$ cat config.mk
export PLATFORM = sky130hd
export DESIGN_NAME = rcad_serial_ctrl
export DESIGN_NICKNAME = d
export VERILOG_FILES = /design/src/rtl/rcad_serial_ctrl.sv
export SDC_FILE = /design/constraint.sdc
export NUM_CORES = 1
export LEC_CHECK = 0
export BUFFER_PORTS_ARGS = -buffer_cell sky130_fd_sc_hd__buf_2
export CORE_MARGIN = 2
export CORE_UTILIZATION = 25
export CTS_BUF_LIST = sky130_fd_sc_hd__clkbuf_16
export DETAILED_ROUTE_END_ITERATION = 12
export GPL_TIMING_DRIVEN = 0
export SYNTH_ARGS = -nofsm -noshare
export SYNTH_HDL_FRONTEND = slang
export SYNTH_SLANG_ARGS = --single-unit
$ cat constraint.sdc
create_clock -name clk -period 4.4 [get_ports clk]
set_input_delay 0.44 -clock clk [delete_from_list [all_inputs] [get_ports clk]]
set_output_delay 0.44 -clock clk [all_outputs]
set_load 0.01 [all_outputs]
$ cat src/rtl/rcad_serial_ctrl.sv
// Serial adder sequencer: one shared 4-bit ripple slice, one nibble per clock.
// Optional macro RCAD_SUB_EN adds a 'sub' port for A-B (two's complement via ~B + 1).

module rcad (
  input  logic [3:0] a_i,
  input  logic [3:0] b_i,
  input  logic       c_i,
  output logic [3:0] s_o,
  output logic       c_o
);
  logic [4:0] c;
  assign c[0] = c_i;
  for (genvar i = 0; i < 4; i++) begin : g_bit
    assign s_o[i]   = a_i[i] ^ b_i[i] ^ c[i];
    assign c[i+1]   = (a_i[i] & b_i[i]) | (c[i] & (a_i[i] ^ b_i[i]));
  end
  assign c_o = c[4];
endmodule

module rcad_serial_ctrl #(
  parameter int NIBBLES = 4
) (
  input  logic                 clk,
  input  logic                 rst,
  input  logic                 start,
  input  logic [4*NIBBLES-1:0] a,
  input  logic [4*NIBBLES-1:0] b,
  input  logic                 cin,
`ifdef RCAD_SUB_EN
  input  logic                 sub,
`endif
  output logic                 busy,
  output logic                 done,
  output logic [4*NIBBLES-1:0] sum,
  output logic                 cout
);
  localparam int WIDTH = 4 * NIBBLES;
  localparam int IDXW  = (NIBBLES > 1) ? $clog2(NIBBLES) : 1;
  localparam logic [IDXW-1:0] LAST = IDXW'(NIBBLES - 1);

  typedef enum logic [1:0] {IDLE, RUN, DONE} state_t;

  state_t           state_q;
  logic [IDXW-1:0]  idx_q;
  logic             carry_q;
  logic [WIDTH-1:0] a_q, b_q, sum_q;
  logic             cout_q, busy_q, done_q;

  logic [IDXW+1:0]  off;
  logic [3:0]       sl_s;
  logic             sl_c;

  assign off = {idx_q, 2'b00};

  rcad u_slice (
    .a_i (a_q[off +: 4]),
    .b_i (b_q[off +: 4]),
    .c_i (carry_q),
    .s_o (sl_s),
    .c_o (sl_c)
  );

  always_ff @(posedge clk) begin
    if (rst) begin
      state_q <= IDLE;
      idx_q   <= '0;
      carry_q <= 1'b0;
      a_q     <= '0;
      b_q     <= '0;
      sum_q   <= '0;
      cout_q  <= 1'b0;
      busy_q  <= 1'b0;
      done_q  <= 1'b0;
    end else begin
      case (state_q)
        IDLE: begin
          done_q <= 1'b0;
          if (start) begin
            a_q     <= a;
`ifdef RCAD_SUB_EN
            b_q     <= sub ? ~b : b;
            carry_q <= sub ? 1'b1 : cin;
`else
            b_q     <= b;
            carry_q <= cin;
`endif
            idx_q   <= '0;
            sum_q   <= '0;
            cout_q  <= 1'b0;
            busy_q  <= 1'b1;
            state_q <= RUN;
          end
        end
        RUN: begin
          sum_q[off +: 4] <= sl_s;
          carry_q         <= sl_c;
          idx_q           <= idx_q + 1'b1;
          if (idx_q == LAST) begin
            // top nibble: final carry is published on the same edge
            cout_q  <= sl_c;
            busy_q  <= 1'b0;
            done_q  <= 1'b1;
            state_q <= DONE;
          end
        end
        DONE: begin
          done_q  <= 1'b0;
          state_q <= IDLE;
        end
        default: state_q <= IDLE;
      endcase
    end
  end

  assign busy = busy_q;
  assign done = done_q;
  assign sum  = sum_q;
  assign cout = cout_q;
endmodule

## Yosys cells after proc, flatten, opt, wreduce, memory -nomap -nowiden

Cells that the tools add are included.

| operators by class | value |
|---|---|
| add/subtract/negate cells | 2 |
| equality and inequality tests | 5 |
| shift operators | 4 |
| muxes and demuxes | 18 |
| bitwise operators | 20 |
| reduce and logical (&&, ||, !) cells | 9 |

Operators by type and width:

| cell | number |
|---|---|
| case mux 16 bit (2 select lines) | 1 |
| variable part select 16 x 5 -> 4 bit | 2 |
| bitwise mux 16 bit | 1 |
| two-way mux 16 bit | 1 |
| variable shift 4 x 6 -> 16 bit (first input constant) | 1 |
| variable part select 4 x 6 -> 16 bit | 1 |
| AND 1 bit | 8 |
| case mux 1 bit (2 select lines) | 4 |
| case mux 2 bit (2 select lines) | 2 |
| AND reduction 2 bit | 4 |
| XOR 1 bit | 8 |
| two-way mux 1 bit | 6 |
| two-way mux 2 bit | 3 |
| negator 4 -> 6 bit | 1 |
| == test 2 bit (second input constant) | 2 |
| != test 2 bit (second input constant) | 2 |
| bitwise OR 1 bit | 4 |
| nonzero test 2 bit | 2 |
| AND reduction 3 bit | 1 |
| adder 2 x 1 -> 2 bit (second input constant) | 1 |
| == test 2 x 1 -> 1 bit (second input constant) | 1 |
| logical NOT 2 bit | 1 |
| OR reduction 2 bit | 1 |

| storage, ports and cells | value |
|---|---|
| register bits after elaboration | 56 |
| output and inout port bits | 19 |
| word-level logic and storage cells | 67 |

## Depth between registers and ports, before layout

| depth | value |
|---|---|
| depth after elaboration | 12 |
| gate-level depth with buffers | 12 |
| depth with buffers taken out | 11 |

## Modules after synthesis

A second synthesis with hierarchy kept.

| unflattened totals | value |
|---|---|
| cell total of the unflattened synthesis | 259 |
| area total of the unflattened synthesis | 2459.9 um2 |

Modules (own cells, without submodules):

| module | instances | cells each | area each (um2) | sequential area each (um2) |
|---|---|---|---|---|
| rcad_serial_ctrl | 1 | 245 | 2342.2 | 1121.1 |
| rcad | 1 | 14 | 117.6 | 0.0 |

## Worst setup path after synthesis

Ideal clock, no wire load.

| timing | value |
|---|---|
| kind | register to register |
| start | register idx_q[0] |
| end | register sum_q[7], in the netlist sum[7] |
| data arrival time | 2.686 ns |
| required time | 4.283 ns |
| setup slack | 1.597 ns |
| cell stages (with the launch flop) | 12 |
| path buffers | 1 |
| cell sequence | dfxtp_1 > buf_4 > mux4_2 > inv_1 > fa_1 > inv_1 > fa_1 > inv_1 > fa_1 > inv_1 > fa_1 > a32o_1 |

| between the ends | value |
|---|---|
| longest elaborated chain between the ends | 12 |
| elaborated cells on any way between the ends | 24 |
| those cells by class | 1 x add/sub; 4 x shift; 2 x mux; 17 x bitwise |

Ends and longest elaborated chain:

| item | line | RTL |
|---|---|---|
| start: declaration | 44 | `logic [IDXW-1:0] idx_q;` |
| start signal: assignment | 97 | `idx_q <= idx_q + 1'b1;` |
| variable part select 16 x 5 -> 4 bit (on tied branches) | 56, 57 |  |
| XOR 1 bit | 14, 15 |  |
| AND 1 bit | 15 | `assign c[i+1] = (a_i[i] & b_i[i]) \| (c[i] & (a_i[i] ^ b_i[i]));` |
| bitwise OR 1 bit | 15 |  |
| AND 1 bit | 15 |  |
| bitwise OR 1 bit | 15 |  |
| AND 1 bit | 15 |  |
| bitwise OR 1 bit | 15 |  |
| XOR 1 bit | 14 | `assign s_o[i] = a_i[i] ^ b_i[i] ^ c[i];` |
| variable part select 4 x 6 -> 16 bit | 95 | `sum_q[off +: 4] <= sl_s;` |
| bitwise mux 16 bit * | 95 |  |
| case mux 16 bit (2 select lines) * | 75 | `case (state_q)` |
| end signal: indexed assignment | 95 |  |
| end: declaration | 46 | `logic [WIDTH-1:0] a_q, b_q, sum_q;` |

Every way passes the cells marked *; elsewhere a longest branch is shown, timed or not.
A chain may end at the register's enable or synchronous reset.

## Worst setup path in the final report

| timing | value |
|---|---|
| start | register idx_q[0] |
| end | register sum_q[11], in the netlist sum[11] |

Same word-level chain as after synthesis.

==> qor.yml <==
yosys-mux-area-fraction_pct: 9.351
worst_hold_path.num_cells: 3
rr_startpoint: "idx_q[0]"
synth_enable_flop_cells: 0
powerDensity_nw_per_um2: 358.7
timing.clock.skew_ns: 0.01022
rsz0062_at_grt: "false"
grt_usage_pct: 11.43
worstPathMaxFanout: 10
mappedNetlistNets: 304
cell_variety_after_synth: 39
num-fill-cells: 1070
power_leakage_nw: 1.267
start_util_pct: 25.58
post-route-cell-area_sq_um: 3073
cp.required_ns: 4.62
cts_resized: 0
fp-row-count: 36
setup-tns-final_ns: 0
worst-setup-path-type: "flip-flop to flip-flop"
clkSlewWorstSetupHoldPaths_ns: 0.08
timing.critical_path.max_delay_family: "adder cells"
cts_max_path_buffers: 2
syn_area_sq_um: 2489
timing.final.ws_setup_ns: 1.268
synthAdderAreaFrac_pct: 5.229
grt_overflow_total: 0
critical_path.n_buffers_inverters: 5
post-dp-hpwl_mm: 4.642
finalSetupViolations: 0
count_of_final_max_slew_check_failures: 0
root_buffer: "sky130_fd_sc_hd__clkbuf_16"
post_synth_and_or_nand_nor_area_fraction_pct: 18.50
routabilityCongestion: 0.7599
synth-async-reset-ratio_pct: 0
syn_avg_cell_area_sq_um: 9.572
levels_on_crit_path: 12
postPlaceCellArea_sq_um: 2920
post_cts.repair.setup_buffers: 0
finalWirelength_mm: 6.063
postRouteAntennaNets: 0
cts_buffers: 5
synth-compound-area-share_pct: 15.43
critical-path-slowest-cell: "sky130_fd_sc_hd__dfxtp_1"
timing.hold.worst.start: "a[4]"
io_buffer_count: 53
cpPeakStageDelay_ns: 0.54
antennaDiodeCount: 0
worstSetupStartpointType: "flip-flop"
placeableCoreArea_sq_um: 9729
dominantRegCellSynth: "sky130_fd_sc_hd__dfxtp_1"
reg2reg_to: "sum[11]"
hold_viol: 0
outcome: "complete, no violations"
final_net_count: 364
route.detailed.drc: 0
vdd_ir_drop_max_mv: 0.2009
grt_pass1_wl_mm: 9.777
htreeDepth: 2
final.period_utilization_pct: 71.19
synthXorXnorAreaFrac_pct: 0
critical_path.cell_chain: "buf_4 > mux4_2 > inv_1 > fa_1 > inv_1 > fa_1 > inv_1 > fa_1 > inv_1 > fa_1 > nand2_1 > o2bb2ai_1"
top_level_ports: 55
tightest_slew_ns: 0.6097
wl_per_cell_um: 13.35
yosys_warns: 0
route.detailed.vias_per_inst: 4.392
worst_ep_arrival_time_ns: 3.36
route.vias.total: 1994
multiInputGateArea_sq_um: 1207
die_w_um: 103.8
ys_seq_elements: 56
holdCritPathClass: "primary input to flip-flop"
seq_area_frac_synth_pct: 45.05
grt_antenna_before_repair: 0
r2r_cell_count: 12
area_growth_pct: 23.48
timing.fmax_mhz: 319.2
grt_max_degree: 20
postLayoutCoreUtil_pct: 31.58
maxSlewHeadroom_pct: 59.35
drive_gt1_share_pct: 29.28
number_of_global_route_vias_before_repair: 1987
die_area_sq_um: 10770
timing.hold.worst_endpoint: "a_q[4]"
period_minus_slack_ns: 3.132
syn-instance-count: 260
pre_cts_ws_ns: 1.249
first_pass_detailed_route_iteration_total: 4
worstSetupEndpointType: "flip-flop"
timing.max_cap.violations: 0
r2r_slack_ns: 1.27
detailedRoute.firstIterationViolations: 65
total_power_mw: 1.102
area.sequential_sq_um: 1121
combinational_family_with_the_most_area_after_synthesis: "simple AND/OR/NAND/NOR gates"
cts_tree: "built"
die_y_um: 103.8
cts_sinks: 56
cts_hold_buf: 0
insertion_delay_ns: 0.30
metrics by stage:
| step | instances | hold WS, ns |
|---|---|---|
| floorplan | 260 | 0.4331 |
| global placement | 446 | 0.4383 |
| detailed placement | 446 | 0.4422 |
| CTS | 454 | 0.3677 |
| global route | 454 | 0.3727 |
| finish | 454 | 0.3754 |
where the power goes:
part	internal [mW]	switching, mW	total [mW]
clock	0.216	0.192	0.408
sequential	0.529	0.0138	0.543
combinational	0.0676	0.0837	0.151
total	0.813	0.289	1.10
worst reg2reg max path, stage by stage (launching register included):
cell	delay, ns
sky130_fd_sc_hd__dfxtp_1	0.54
sky130_fd_sc_hd__buf_4	0.28
sky130_fd_sc_hd__mux4_2	0.52
sky130_fd_sc_hd__inv_1	0.08
sky130_fd_sc_hd__fa_1	0.16
sky130_fd_sc_hd__inv_1	0.05
sky130_fd_sc_hd__fa_1	0.34
sky130_fd_sc_hd__inv_1	0.07
sky130_fd_sc_hd__fa_1	0.15
sky130_fd_sc_hd__inv_1	0.05
sky130_fd_sc_hd__fa_1	0.54
sky130_fd_sc_hd__nand2_1	0.13
sky130_fd_sc_hd__o2bb2ai_1	0.14
synthesized netlist by cell type, types with 3 or more instances:
library cell	number	area share, %
sky130_fd_sc_hd__a21oi_1	37	7.4
sky130_fd_sc_hd__a22o_1	8	2.8
sky130_fd_sc_hd__buf_2	5	1.0
sky130_fd_sc_hd__buf_6	3	1.4
sky130_fd_sc_hd__clkbuf_1	4	0.60
sky130_fd_sc_hd__dfxtp_1	56	45
sky130_fd_sc_hd__fa_1	4	3.2
sky130_fd_sc_hd__ha_1	4	2.0
sky130_fd_sc_hd__inv_1	13	2.0
sky130_fd_sc_hd__mux4_2	8	7.2
sky130_fd_sc_hd__nand2_1	63	9.5
sky130_fd_sc_hd__nand2_2	4	1.0
sky130_fd_sc_hd__nor2_1	7	1.1
sky130_fd_sc_hd__o2bb2ai_1	6	2.1
cells by family after synthesis:
kind of cell / Yosys count
AND/OR/NAND/NOR: 95
AO/OA/AOI/OAI: 61
flip-flops: 56
buffers and inverters: 28
multiplexers: 12
adder cells (fa/ha/maj): 8
state kept, by name, indices dropped and copies added, names as in the netlist:
name	count
a_q	16
b_q	16
sum	16
idx_q	2
state_q	2
busy	1
carry_q	1
cout	1
done	1
how the worst max path moves through the flow:
stage	slack [ns]	endpoint	start
after CTS	1.24	sum[15]	idx_q[0]
final	1.27	sum[11]	idx_q[0]
after global routing	1.07	sum[11]	idx_q[0]
after global placement	1.28	carry_q	idx_q[0]
after detailed placement	1.25	sum[15]	idx_q[0]
after floorplan	1.60	sum[7]	idx_q[0]
routing by layer:
| layer | wire length [um] | part of all wire [%] | track usage (%) |
|---|---|---|---|
| met1 | 2958 | 49 | 14.84 |
| met2 | 2760 | 46 | 19.02 |
| met3 | 279 | 4.6 | 2.706 |
| met4 | 64 | 1.1 | 3.185 |
| met5 | 0 | 0 | 0 |
area by class of cell:
class | instances | area share [%]
inverters | 13 | 1.588
flip-flops and latches | 56 | 36.48
clock buffers | 5 | 4.072
well taps | 133 | 5.415
multi-input cells | 176 | 39.29
plain buffers | 15 | 3.624
repair buffers | 53 | 8.632
clock inverters | 3 | 0.8958
cells in the final DEF, fill, tap and decap left out, drive strengths merged, types with 3 or more instances in the layout:
cell     instances
ha               4
mux2             4
a22o             8
o2bb2ai          6
dfxtp           56
clkbuf           9
nand3b           3
inv             14
fa               4
nor2             7
nand2           67
buf             64
a21oi           39
mux4             8
(Power assumes the default switching activity.)
